`src/rtl/mul32_shift_add.sv`:
```
// Sequential unsigned shift-and-add multiplier built on a pair of add32 ripple adders.
// One partial product is accumulated per cycle; latency is fixed at WIDTH iterations.

module add32 #(
  parameter int unsigned WIDTH = 32
) (
  input  logic [WIDTH-1:0] a_i,
  input  logic [WIDTH-1:0] b_i,
  input  logic             c_i,
  output logic [WIDTH-1:0] sum_o,
  output logic             c_o
);

  always_comb begin
    logic carry;
    carry = c_i;
    sum_o = '0;
    for (int unsigned i = 0; i < WIDTH; i++) begin
      sum_o[i] = a_i[i] ^ b_i[i] ^ carry;
      carry    = (a_i[i] & b_i[i]) | (carry & (a_i[i] ^ b_i[i]));
    end
    c_o = carry;
  end

endmodule

module mul32_shift_add #(
  parameter int unsigned WIDTH = 32
) (
  input  logic               clk,
  input  logic               rst,
  input  logic               i_valid,
  output logic               o_ready,
  input  logic [WIDTH-1:0]   a,
  input  logic [WIDTH-1:0]   b,
  output logic               o_valid,
  input  logic               i_ready,
  output logic [2*WIDTH-1:0] product,
  output logic               busy
);

  localparam int unsigned CW = $clog2(WIDTH) + 1;

  typedef enum logic [1:0] {
    S_IDLE,
    S_RUN,
    S_DONE
  } state_t;

  state_t               state_q;
  logic [2*WIDTH-1:0]   acc_q;
  logic [2*WIDTH-1:0]   acc_d;
  logic [2*WIDTH-1:0]   mcand_q;
  logic [WIDTH-1:0]     mplier_q;
  logic [CW-1:0]        count_q;
  logic [2*WIDTH-1:0]   product_q;
  logic                 ready_q;
  logic                 valid_q;
  logic                 busy_q;

  logic [WIDTH-1:0]     lo_sum;
  logic [WIDTH-1:0]     hi_sum;
  logic                 lo_carry;
  logic                 carry_hi_unused;
  logic                 last_iter;

  add32 #(.WIDTH(WIDTH)) u_add_lo (
    .a_i   (acc_q[WIDTH-1:0]),
    .b_i   (mcand_q[WIDTH-1:0]),
    .c_i   (1'b0),
    .sum_o (lo_sum),
    .c_o   (lo_carry)
  );

  // Carry out of the top bit cannot occur: the product of two WIDTH-bit values fits in 2*WIDTH bits.
  add32 #(.WIDTH(WIDTH)) u_add_hi (
    .a_i   (acc_q[2*WIDTH-1:WIDTH]),
    .b_i   (mcand_q[2*WIDTH-1:WIDTH]),
    .c_i   (lo_carry),
    .sum_o (hi_sum),
    .c_o   (carry_hi_unused)
  );

  always_comb begin
    acc_d     = mplier_q[0] ? {hi_sum, lo_sum} : acc_q;
    last_iter = (count_q == CW'(WIDTH - 1));
  end

  always_ff @(posedge clk or posedge rst) begin
    if (rst) begin
      state_q   <= S_IDLE;
      acc_q     <= '0;
      mcand_q   <= '0;
      mplier_q  <= '0;
      count_q   <= '0;
      product_q <= '0;
      ready_q   <= 1'b1;
      valid_q   <= 1'b0;
      busy_q    <= 1'b0;
    end else begin
      case (state_q)
        S_IDLE: begin
          if (i_valid) begin
            mcand_q  <= {{WIDTH{1'b0}}, a};
            mplier_q <= b;
            acc_q    <= '0;
            count_q  <= '0;
            state_q  <= S_RUN;
            ready_q  <= 1'b0;
            busy_q   <= 1'b1;
          end
        end
        S_RUN: begin
          acc_q    <= acc_d;
          mcand_q  <= mcand_q << 1;
          mplier_q <= mplier_q >> 1;
          count_q  <= count_q + CW'(1);
          if (last_iter) begin
            product_q <= acc_d;
            state_q   <= S_DONE;
            busy_q    <= 1'b0;
            valid_q   <= 1'b1;
          end
        end
        S_DONE: begin
          if (i_ready) begin
            state_q <= S_IDLE;
            valid_q <= 1'b0;
            ready_q <= 1'b1;
          end
        end
        default: begin
          state_q <= S_IDLE;
          ready_q <= 1'b1;
          valid_q <= 1'b0;
          busy_q  <= 1'b0;
        end
      endcase
    end
  end

  assign o_ready = ready_q;
  assign o_valid = valid_q;
  assign busy    = busy_q;
  assign product = product_q;

endmodule

```
`config.mk`:
```
export PLATFORM = sky130hd
export DESIGN_NAME = mul32_shift_add
export DESIGN_NICKNAME = d
export VERILOG_FILES = /design/src/rtl/mul32_shift_add.sv
export SDC_FILE = /design/constraint.sdc
export NUM_CORES = 1
export LEC_CHECK = 0
export ABC_AREA = 0
export BUFFER_PORTS_ARGS = -buffer_cell sky130_fd_sc_hd__buf_2
export CORE_MARGIN = 2
export CORE_UTILIZATION = 35
export DETAILED_ROUTE_END_ITERATION = 10
export RECOVER_POWER = 25
export SLEW_MARGIN = 25
export SYNTH_ARGS = -nofsm -noshare
export SYNTH_HDL_FRONTEND = slang
export SYNTH_HIERARCHICAL = 1
export SYNTH_SLANG_ARGS = --single-unit
```
`constraint.sdc`:
```
create_clock -name clk -period 58.3 [get_ports clk]
set_clock_uncertainty 0.1 [all_clocks]
set_input_delay 5.83 -clock clk [delete_from_list [all_inputs] [get_ports clk]]
set_output_delay 5.83 -clock clk [all_outputs]
set_load 0.1 [all_outputs]
```
==> results of run 1 <==
## metal layers
layer,track usage (%),part of all wire (%)
met5,0,0
met1,22.2,49
met2,21.9,44
met4,3.49,2.0
met3,3.18,5.4
## layout by cell type, fill, tap and decap left out, types with 6 or more instances in the layout
cell type	count
clkbuf_1	9
a22o_1	99
inv_1	21
nand2_1	64
o21ai_0	57
mux2_2	104
clkbuf_16	27
a22oi_1	62
nor2_1	6
buf_2	133
fa_1	64
o21ai_1	11
mux2_1	24
buf_4	6
dfrtp_1	231
## power by group
part / switching [mW] / internal, mW / leakage, nW
Sequential: 0.0600 / 0.227 / 3.10
Clock: 0.0660 / 0.101 / 0.415
Combinational: 0.244 / 0.136 / 2.73
Total: 0.370 / 0.464 / 6.25
## metrics by stage
stage          cells  power (mW)  util, %
2_1_floorplan    842       0.594        -
3_3_place_gp    1323       0.665     38.4
3_5_place_dp    1323       0.672     38.4
4_1_cts         1366       0.845     41.2
5_1_grt         1366       0.893     41.1
6_report        1366       0.834     41.1
## final cells by class
class                           count  share of cell area [%]
Clock buffer                       35                    5.68
Clock inverter                      8                   0.927
Inverter                           22                   0.647
Multi-Input combinational cell    520                    37.8
Sequential cell                   235                    45.4
Tap cell                          402                    3.88
Timing Repair Buffer              144                    5.69
## how the worst min path moves through the flow
stage | slack, ns | end | depth (start not counted) | startpoint
final | 0.38 | count_q[5] | 1 | count_q[5]
after global placement | 0.36 | product[29] | 1 | product[29]
after global routing | 0.39 | count_q[5] | 1 | count_q[5]
after detailed placement | 0.37 | product[2] | 1 | product[2]
after floorplan | 0.33 | count_q[5] | 1 | count_q[5]
after CTS | 0.38 | count_q[5] | 1 | count_q[5]
## worst register-to-register path: cells and delay by family (launching register included)
| kind | cells | cell delay, ns |
|---|---|---|
| adder cells (fa/ha/maj) | 64 | 24.30 |
| buffers and inverters | 8 | 0.49 |
| flip-flops | 1 | 0.41 |
| multiplexers | 2 | 0.51 |
## state kept, by name (all words and copies together) (netlist names)
signal / flops
mcand_q: 64
count_q: 6
o_ready: 1
busy: 1
o_valid: 1
state_q: 2
product: 64
mplier_q: 32
acc_q: 64
==> impl_metrics.toml, run 1 <==
[critical_path]
cp.depth = 74
critPathRequiredTime_ns = 58.60
rr_endpoint = "product[63]"
crit_start = "acc_q[0]"
critPathTopFamily = "adder cells"
crit_fanout = 3
crit_type = "reg -> reg"
worstReg2RegStart = "acc_q[0]"
endpoint_kind = "register"
cpMostUsedCell = "fa_1"
worstPathArrival_ns = 26.25
max_stage_delay_ns = 0.44
r2r.worst_path.cells = 74
start_kind = "register"
cp_slowest_cell = "fa_1"
endpoint = "product[63]"
cp_num_buf_inv = 8
reg2reg_setup_slack_ns = 32.35

[floorplan]
rows = 65
core_mm2 = 0.0316
start_util_pct = 35.5
die_w_um = 183
ios = 135
dieArea_mm2 = 0.0335
chipHeight_um = 183

[placement]
dp_slack_ns = 32.52
place_hpwl_um = 14700
dpl_cell_area_mm2 = 0.0121
gp_congestion = 0.725
portBuffers = 134

[routing]
wirelength_um = 24200
vias = 7139
drt_iter0_markers = 448
wl_per_cell_um = 17.7
route.detailed.drc = 0
vias_per_cell = 5.23
postRouteAntennaNets = 0
drt-pass1-iter-count = 7

[cells_and_area]
final_cell_area_mm2 = 0.0130
multi_input_area_mm2 = 0.00489
fin_nets = 1082
drive_above_1_share_pct = 30.4
synthToLayoutAreaGrowth_pct = 15.7
seqCellArea_mm2 = 0.00589
antenna_cells = 0
fill_cells = 2956

[clock_tree]
cts_sinks = 235
post-cts-setup-buffers = 0
clk_pin_slew_worst_paths_ns = 0.06
cts.repair.resized = 0
cts_tree = "built"
cts_made_buffers = 26
postCtsHoldBufs = 0
clk_latency_ns = 0.53
cts_max_level = 1
root_buffer = "clkbuf_16"
clockBufferDepth = 3

[power]
p_leak_nw = 6.25
power_density_mw_per_mm2 = 64.4
ir_drop_mv = 0.0464

[sta]
max_slew_margin_pct = -179
tightest_slew_ns = 4.16
rsz0062_at_grt = "false"
setup_violations = 0
fin_setup_tns_ns = 0
fin_crit_sh_pct = 44.5
drv_slew = 258
fmax_mhz = 38.5
worst_slack_ns = 32.35
fin_crit_ns = 25.95
finalHoldViolations = 0
hold_ws_ns = 0.376

[global_routing]
first_global_vias = 7350
overflow = 0
grt_pass1_wl_um = 40300
antenna_found_initial = 0
grt_max_degree = 96
grt_usage_pct = 14.8

[synthesis]
postSynthAreaPerCell_um2 = 13.3
syn_area_mm2 = 0.0112
yosysWarnings = 6
netlist_instances = 842
syn-num-nets = 975

[job]
maxCapViolCount = 4

[run_status]
failed_checks = "max-capacitance violations, max-slew violations"
outcome = "finished with violations"

[hold_path]
hold_class = "reg -> reg"
Note: power is estimated with default switching activity, not from simulation.
==> run 2, diff against run 1 <==
==> constraint.sdc (replaced) <==
create_clock -name clk -period 25.3 [get_ports clk]
set_clock_uncertainty 0.1 [all_clocks]
set_input_delay 2.53 -clock clk [delete_from_list [all_inputs] [get_ports clk]]
set_output_delay 2.53 -clock clk [all_outputs]
set_load 0.1 [all_outputs]
==> impl_metrics.toml, run 2 (synthesized netlist as in run 1, its figures left out) <==
[sta]
tightest_slew_ns = 4.29
fin_crit_sh_pct = 97.0
max_slew_margin_pct = -188
fmax_mhz = 40.7
fin_crit_ns = 24.55
rsz0062_at_grt = "false"
setup_violations = 0
drv_slew = 229
finalHoldViolations = 0

[global_routing]
grt_util_met1_pct = 22.1
first_global_vias = 7403
overflow = 0
use_met2_pct = 21.8
antenna_found_initial = 0
grt_pass1_wl_um = 40200
grt_max_degree = 97
use_met3_pct = 3.16
busiest_layer = "met1"
grt_usage_pct = 14.7

[routing]
drt-pass1-iter-count = 5
route.detailed.drc = 0
wl_per_cell_um = 17.6
vias = 7129
drt_iter0_markers = 407
vias_per_cell = 5.19
postRouteAntennaNets = 0
wirelength_um = 24200

[clock_tree]
clockBufferDepth = 3
clk_pin_slew_worst_paths_ns = 0.06
cts_sinks = 235
cts_made_buffers = 27
cts_max_level = 1
root_buffer = "clkbuf_16"
cts_tree = "built"
postCtsHoldBufs = 0
clk_latency_ns = 0.53

[floorplan]
rows = 65
start_util_pct = 35.5
core_mm2 = 0.0316
ios = 135
dieArea_mm2 = 0.0335
die_w_um = 183
chipHeight_um = 183

[cells_and_area]
drive_above_1_share_pct = 33.8
fin_util_pct = 41.6
synthToLayoutAreaGrowth_pct = 17.1
final_cell_mix = "dfrtp_1, buf_2, mux2_2, a22o_1, nand2_1"
fill_cells = 2963
fin_nets = 1085
fin_cells = 1373
multi_input_area_mm2 = 0.00494
final_common_cell = "dfrtp_1"
seqCellArea_mm2 = 0.00589
antenna_cells = 0

[placement]
portBuffers = 134
dp_cells = 1325
place_hpwl_um = 14900
gp_congestion = 0.736

[run_status]
failed_checks = "max-capacitance violations, max-slew violations"
outcome = "finished with violations"

[hold_path]
hold_class = "reg -> reg"
worstHoldEndpoint = "count_q[5]"
min_path_cells = 1
hp-start = "count_q[5]"

[critical_path]
crit_type = "reg -> reg"
rr_endpoint = "product[63]"
worstPathArrival_ns = 24.87
endpoint_kind = "register"
max_stage_delay_ns = 0.41
cpMostUsedCell = "fa_1"
cp_slowest_cell = "fa_1"
critPathRequiredTime_ns = 25.62
start_kind = "register"
r2r.worst_path.cells = 74
crit_fanout = 2
worstReg2RegStart = "acc_q[0]"
reg2reg_setup_slack_ns = 0.75

[power]
ir_drop_mv = 0.0793
p_leak_nw = 6.25
power_density_mw_per_mm2 = 149

[job]
maxCapViolCount = 4
[run 2: changes by cell type in the layout (fill, tap and decap cells not counted), sizes merged]
cell      previous run  this run
buf                140       144
clkbuf              39        40
clkinv               3         6
clkinvlp             3         1
inv                 21        22
[run 2: final cells by class]
| cell class | count | area share (%) |
|---|---|---|
| clock buffers | 38 | 6.00 |
| clock inverters | 10 | 1.04 |
| inverters | 22 | 0.639 |
| multi-input cells | 520 | 37.7 |
| flip-flops and latches | 235 | 44.9 |
| well taps | 402 | 3.83 |
| repair buffers | 146 | 5.92 |
[run 2: worst max-delay path by stage]
stage	from	to	slack [ns]	cells after the start
3_5_place_dp	acc_q[0]	product[63]	-0.46	74
5_1_grt	acc_q[0]	product[63]	0.01	74
6_report	acc_q[0]	product[63]	0.75	74
2_1_floorplan	acc_q[0]	product[63]	0.48	74
3_3_place_gp	acc_q[0]	product[63]	-0.34	74
4_1_cts	acc_q[0]	product[63]	0.005	74
[run 2: what timing repair did]
item | CTS | global route
setup endpoints to repair | 5 | 5
resized for setup | 11 | 16
gates cloned | 0 | 0
buffers inserted | 0 | 0
[run 2: through the flow]
stage / worst slack [ns] / setup TNS, ns / hold WS (ns) / total power, mW / area (um2)
3_3_place_gp: -0.342 / -0.691 / 0.357 / 1.53 / 12100
2_1_floorplan: 0.480 / 0 / 0.333 / 1.37 / 11200
3_5_place_dp: -0.461 / -1.08 / 0.357 / 1.55 / 12200
5_1_grt: 0.0143 / 0 / 0.402 / 2.09 / 13100
6_report: 0.750 / 0 / 0.359 / 1.95 / 13100
4_1_cts: 0.00538 / 0 / 0.363 / 1.97 / 13100
[run 2: critical path: cells and delay by family, from the launching register on]
kind	cells	cell delay [ns]
adders and majority gates	64	22.99
DFF	1	0.40
muxes	2	0.50
buffers and inverters	8	0.48
[run 2: metal layers]
metal	vias to the layer above	part of all wire (%)
met5	-	0
met4	0	1.6
met3	33	5.7
met2	151	44
met1	3682	48
li1	3263	-
[run 2: report_power, final]
group / internal (mW) / switching (mW)
Combinational: 0.320 / 0.563
Sequential: 0.523 / 0.142
Clock: 0.246 / 0.155
